<file path="config.mk">
export PLATFORM = sky130hd
export DESIGN_NAME = uart_rx_core
export DESIGN_NICKNAME = d
export VERILOG_FILES = /design/src/rtl/uart_rx_core.sv
export SDC_FILE = /design/constraint.sdc
export NUM_CORES = 1
export LEC_CHECK = 0
export CAP_MARGIN = 20
export CORE_ASPECT_RATIO = 1.1
export CORE_MARGIN = 2
export CORE_UTILIZATION = 57
export CTS_CLUSTER_DIAMETER = 30
export CTS_CLUSTER_SIZE = 25
export DETAILED_ROUTE_END_ITERATION = 8
export GPL_TIMING_DRIVEN = 0
export PLACE_DENSITY = 0.87
export SETUP_SLACK_MARGIN = 0.5
export SLEW_MARGIN = 20
export SYNTH_ARGS = -nofsm -noshare
export SYNTH_HDL_FRONTEND = slang
export SYNTH_SLANG_ARGS = --single-unit
</file>
<file path="constraint.sdc">
create_clock -name clk -period 2.8 [get_ports clk]
set_input_delay 0.42 -clock clk [delete_from_list [all_inputs] [get_ports clk]]
set_output_delay 0.42 -clock clk [all_outputs]
set_load 0.05 [all_outputs]
</file>
<file path="src/rtl/uart_rx_core.sv">
// UART receiver: oversampled, 3-sample majority vote, start/data/parity/stop deframing.
// Optional macro UART_RX_SYNC_EN adds a 2-flop input synchronizer on rx_in.
module uart_rx_core #(
    parameter int DATA_WIDTH = 8,
    parameter int PRESCALE_W = 6
) (
    input  logic                  clk,
    input  logic                  rst,
    input  logic                  rx_in,
    input  logic [PRESCALE_W-1:0] prescale,
    input  logic                  par_en,
    input  logic                  par_typ,
    output logic [DATA_WIDTH-1:0] p_data,
    output logic                  data_valid,
    output logic                  par_err,
    output logic                  stp_err,
    output logic                  busy
);

    localparam int BIT_W = (DATA_WIDTH > 1) ? $clog2(DATA_WIDTH) : 1;
    localparam logic [PRESCALE_W-1:0] P8  = PRESCALE_W'(8);
    localparam logic [PRESCALE_W-1:0] P16 = PRESCALE_W'(16);
    localparam logic [PRESCALE_W-1:0] P32 = PRESCALE_W'(32);

    typedef enum logic [2:0] {IDLE, START, DATA, PARITY, STOP} state_t;

    state_t                  r_state;
    logic [PRESCALE_W-1:0]   r_edge_cnt;
    logic [BIT_W-1:0]        r_bit_cnt;
    logic [PRESCALE_W-1:0]   r_prescale;
    logic                    r_par_en;
    logic                    r_par_typ;
    logic                    r_par_fail;
    logic                    r_s0, r_s1, r_s2;
    logic [DATA_WIDTH-1:0]   r_data;

    logic                    w_rx;
    logic [PRESCALE_W-1:0]   w_half;
    logic                    w_end_bit;
    logic                    w_vote;
    logic                    w_legal;
    logic                    w_exp_par;

`ifdef UART_RX_SYNC_EN
    logic r_sync1, r_sync2;
    always_ff @(posedge clk) begin
        if (rst) begin
            r_sync1 <= 1'b1;
            r_sync2 <= 1'b1;
        end else begin
            r_sync1 <= rx_in;
            r_sync2 <= r_sync1;
        end
    end
    assign w_rx = r_sync2;
`else
    assign w_rx = rx_in;
`endif

    assign w_half    = {1'b0, r_prescale[PRESCALE_W-1:1]};
    assign w_end_bit = (r_edge_cnt == r_prescale - PRESCALE_W'(1));
    assign w_vote    = (r_s0 & r_s1) | (r_s0 & r_s2) | (r_s1 & r_s2);
    assign w_legal   = (prescale == P8) || (prescale == P16) || (prescale == P32);
    assign w_exp_par = (^r_data) ^ r_par_typ;

    // Datapath: mid-bit samples and the shift-in of voted data bits need no reset.
    always_ff @(posedge clk) begin
        if (r_state != IDLE) begin
            if (r_edge_cnt == w_half - PRESCALE_W'(2)) r_s0 <= w_rx;
            if (r_edge_cnt == w_half - PRESCALE_W'(1)) r_s1 <= w_rx;
            if (r_edge_cnt == w_half)                  r_s2 <= w_rx;
        end
        if (r_state == DATA && w_end_bit) r_data[r_bit_cnt] <= w_vote;
    end

    always_ff @(posedge clk) begin
        if (rst) begin
            r_state    <= IDLE;
            r_edge_cnt <= '0;
            r_bit_cnt  <= '0;
            r_prescale <= P8;
            r_par_en   <= 1'b0;
            r_par_typ  <= 1'b0;
            r_par_fail <= 1'b0;
            p_data     <= '0;
            data_valid <= 1'b0;
            par_err    <= 1'b0;
            stp_err    <= 1'b0;
            busy       <= 1'b0;
        end else begin
            data_valid <= 1'b0;
            par_err    <= 1'b0;
            stp_err    <= 1'b0;
            if (r_state != IDLE) r_edge_cnt <= w_end_bit ? '0 : r_edge_cnt + PRESCALE_W'(1);
            case (r_state)
                IDLE: begin
                    // The detection cycle is edge 0, so the start bit continues from edge 1.
                    if (!w_rx) begin
                        r_state    <= START;
                        r_edge_cnt <= PRESCALE_W'(1);
                        r_bit_cnt  <= '0;
                        r_prescale <= w_legal ? prescale : P8;
                        r_par_en   <= par_en;
                        r_par_typ  <= par_typ;
                        r_par_fail <= 1'b0;
                        busy       <= 1'b1;
                    end
                end
                START: begin
                    if (w_end_bit) begin
                        if (w_vote) begin
                            r_state <= IDLE;
                            busy    <= 1'b0;
                        end else begin
                            r_state <= DATA;
                        end
                    end
                end
                DATA: begin
                    if (w_end_bit) begin
                        if (r_bit_cnt == BIT_W'(DATA_WIDTH - 1)) begin
                            r_bit_cnt <= '0;
                            r_state   <= r_par_en ? PARITY : STOP;
                        end else begin
                            r_bit_cnt <= r_bit_cnt + BIT_W'(1);
                        end
                    end
                end
                PARITY: begin
                    if (w_end_bit) begin
                        r_par_fail <= (w_vote != w_exp_par);
                        r_state    <= STOP;
                    end
                end
                STOP: begin
                    if (w_end_bit) begin
                        r_state <= IDLE;
                        busy    <= 1'b0;
                        if (!w_vote) begin
                            stp_err <= 1'b1;
                        end else if (r_par_fail) begin
                            par_err <= 1'b1;
                        end else begin
                            p_data     <= r_data;
                            data_valid <= 1'b1;
                        end
                    end
                end
                default: begin
                    r_state <= IDLE;
                    busy    <= 1'b0;
                end
            endcase
        end
    end

endmodule

</file>
==> out/qor.txt <==
Syn Area/Cell - 9.14 um2
Pleak - 1.12 nW
Rel. slew slack - 0.586
Clock power frac - 0.348
switching share of total power - 0.280
die width - 65.6 um
Initial Utilization - 0.595
Tot GR Track Use - 0.244
maximum clock rate - 436 MHz
register area share after synthesis - 0.417
CTS tree - built
H-Tree Depth - 2
FP Rows - 24
Hold Violations, Final - 0
largest net degree at the start of global routing - 16
Syn Inst Count - 260
combinational share of power - 0.180
RSZ-0062 raised after global routing - no
number of distinct library cells after synthesis - 48
sequential cell fraction of total power - 0.473
CP arrival - 2290 ps
Worst Hold Class - reg2reg
core region area - 0.00399 mm2
R2R cell count - 8
Diodes inserted - 0
share of layout cells above drive strength 1 - 0.199
CP cell instances - inv_4 > ha_2 > a21boi_4 > xnor2_2 > nand2_2 > or3_4 > buf_8 > nor3_1
vias in the first global route - 1900
initial antenna violation count - 0
CP Capture Type - flop
Yosys reg bits - 44
P_sw - 0.401 mW
DIE HEIGHT - 71.7 um
Num CTS Buffers - 5
grt total ovfl - 0
Syn. warnings - 0
setup_tns - 0 ps
Clock Path Buffers - 2
design area - 0.00310 mm2
routed length per instance - 17.4 um
die area - 0.00470 mm2
Worst Hold Depth - 2
CP Class - reg2reg
root buf cell - clkbuf_8
top post-synthesis cells by area - dfxtp_1, edfxtp_1, xor2_1, xnor2_1, nor2_1
Post-synth EDFFs - 11
PD cells - 462 mW/mm2
Critical R2R Launch - r_prescale[1]
Tcrit/Tclk final - 0.819
Max-cap violations - 0
CTS Sinks - 44
Max stage delay on crit path - 440 ps
# fillers - 247
CP startpoint kind - flop
Placed Area - 0.00266 mm2
most common cell in the netlist - dfxtp_1
final setup violation count - 0
number of port buffers - 21
Post-Route M1 WL - 2.40 mm
hold_sp - r_par_typ
VDD IR max - 0.358 mV
Tmin final - 2290 ps
worst-margin pin slew - 616 ps
crit path max fanout - 5
clock skew - 11.4 ps
total wire length - 6.17 mm
DR WL met3 - 338 um
Top Metal Used - met4
drt initial violations - 134
first-pass GRT wire length - 8.68 mm
synth cell count leaders - dfxtp_1, nor2_1, nand2_1
layout overhead on the synthesized area - 30.5%
nets - 320
Vias/cell - 6.14
DP HPWL - 3.66 mm
Reg clk slew, reported paths - 90 ps
worst skew pair latency - 310 ps
CP required - 2800 ps
status - finished, final reports clean
Synth async-reset ratio - 0
largest area contributor in the netlist - dfxtp_1
main flop type after synthesis - dfxtp_1
CP max stage cell - or3_4
remaining antenna violation count after routing - 0
R2R setup slack - 510 ps
WL met2 - 3.26 mm
Placer Congestion - 0.884
DRC violation count after routing - 0
internal power - 1.03 mW
syn nets - 279
via count - 2175
Max Slew Vio Count - 0
worst hold endpoint - r_par_typ
Cell Area, Synth - 0.00238 mm2
Synth top area share - 0.278
drt first pass iters - 5
# IOs - 23
Reg2Reg Capture Point - r_data[6]
==> power groups by stage <==
stage          combinational [mW]  clock (mW)  sequential, mW
2_1_floorplan               0.150           0           0.697
3_3_place_gp                0.210           0           0.692
6_report                    0.257       0.499           0.677
3_5_place_dp                0.216           0           0.692
5_1_grt                     0.279       0.525           0.679
4_1_cts                     0.222       0.498           0.677
==> worst max-delay path: cells and delay by family, from the launching register on <==
kind	cells	cell delay, ps
simple gates	3	790
xor+xnor	1	140
compound gates	1	220
fa+ha+maj	1	200
flops	1	390
buf+inv	2	230
==> final cells by class <==
class / count / area, um2 / area share
inverter: 7 / 36.3 / 0.0117
tap: 52 / 65.1 / 0.0210
multi-input combinational: 195 / 1460 / 0.470
clock inverter: 3 / 47.5 / 0.0153
timing repair buffer: 34 / 338 / 0.109
clock buffer: 5 / 68.8 / 0.0222
sequential: 44 / 1000 / 0.323
buffer: 14 / 87.6 / 0.0282
==> logic make-up (layout without fill, tap and decap cells) <==
family	Yosys count	in the layout	synth area share
buffers and inverters	21	63	0.0437
AO/OA/AOI/OAI	40	40	0.107
adder cells (fa/ha/maj)	9	9	0.0463
flip-flops	44	44	0.417
multiplexers	9	9	0.0379
AND/OR/NAND/NOR	104	104	0.227
XOR/XNOR	33	33	0.122
==> cell usage in the layout (no fill, tap or decap), drive strengths merged, types with 2 or more instances in the layout <==
master | synthesis | routed
buf | 8 | 20
nor2 | 29 | 29
ha | 8 | 8
or2 | 3 | 3
a21oi | 16 | 16
o21ai | 7 | 7
nor4 | 6 | 6
inv | 7 | 7
nand4b | 3 | 3
a211oi | 2 | 2
nand2 | 23 | 23
clkbuf | 6 | 12
dfxtp | 33 | 33
or3 | 3 | 3
xnor2 | 16 | 16
and3 | 3 | 3
clkdlybuf4s50 | 0 | 21
nor3 | 15 | 15
mux2i | 9 | 9
edfxtp | 11 | 11
clkinv | 0 | 2
xor2 | 17 | 17
a21boi | 3 | 3
nand2b | 2 | 2
nand3 | 8 | 8
nand4 | 4 | 4
nor4b | 4 | 4
a32o | 2 | 2
==> through the flow <==
| stage | cells | worst slack [ps] | hold WS, ps | total power [mW] | util |
|---|---|---|---|---|---|
| after global routing | 354 | 437 | 524 | 1.48 | 0.777 |
| after CTS | 343 | 501 | 502 | 1.40 | 0.720 |
| after global placement | 333 | 158 | 461 | 0.902 | 0.666 |
| after detailed placement | 333 | 103 | 484 | 0.908 | 0.666 |
| after floorplan | 260 | 561 | 448 | 0.847 | - |
| final | 354 | 506 | 499 | 1.43 | 0.777 |
==> sequential cells by signal (all words and copies together), names as in the netlist <==
signal,count
par_err,1
r_state,3
r_edge_cnt,6
busy,1
p_data,8
r_bit_cnt,3
r_s1,1
r_par_en,1
r_par_typ,1
r_s0,1
data_valid,1
r_par_fail,1
r_s2,1
stp_err,1
r_data,8
r_prescale,6
==> worst max path at each step <==
| stage | start | slack [ps] | endpoint | depth (start not counted) |
|---|---|---|---|---|
| 2_1_floorplan | r_prescale[2] | 560 | r_data[0] | 8 |
| 3_3_place_gp | r_prescale[1] | 160 | r_data[1] | 8 |
| 3_5_place_dp | r_prescale[2] | 100 | r_data[1] | 8 |
| 4_1_cts | r_prescale[2] | 500 | r_data[1] | 8 |
| 5_1_grt | r_prescale[3] | 440 | r_s1 | 9 |
| 6_report | r_prescale[1] | 510 | r_data[6] | 8 |
==> per-layer routing <==
layer | up-vias | GRT usage
met2 | 110 | 0.410
met4 | 0 | 0.104
li1 | 998 | -
met5 | - | 0
met1 | 1046 | 0.303
met3 | 21 | 0.0487
==> what timing repair did <==
item / 4_1_cts / 5_1_grt
endpoints found under the setup margin: 25 / 16
gates cloned: 0 / 1
hold buffers: 0 / 0
resized for setup: 17 / 26
pin swaps: 1 / 5
setup buffers: 2 / 10
No activity file was read; power rests on OpenSTA's default activity.
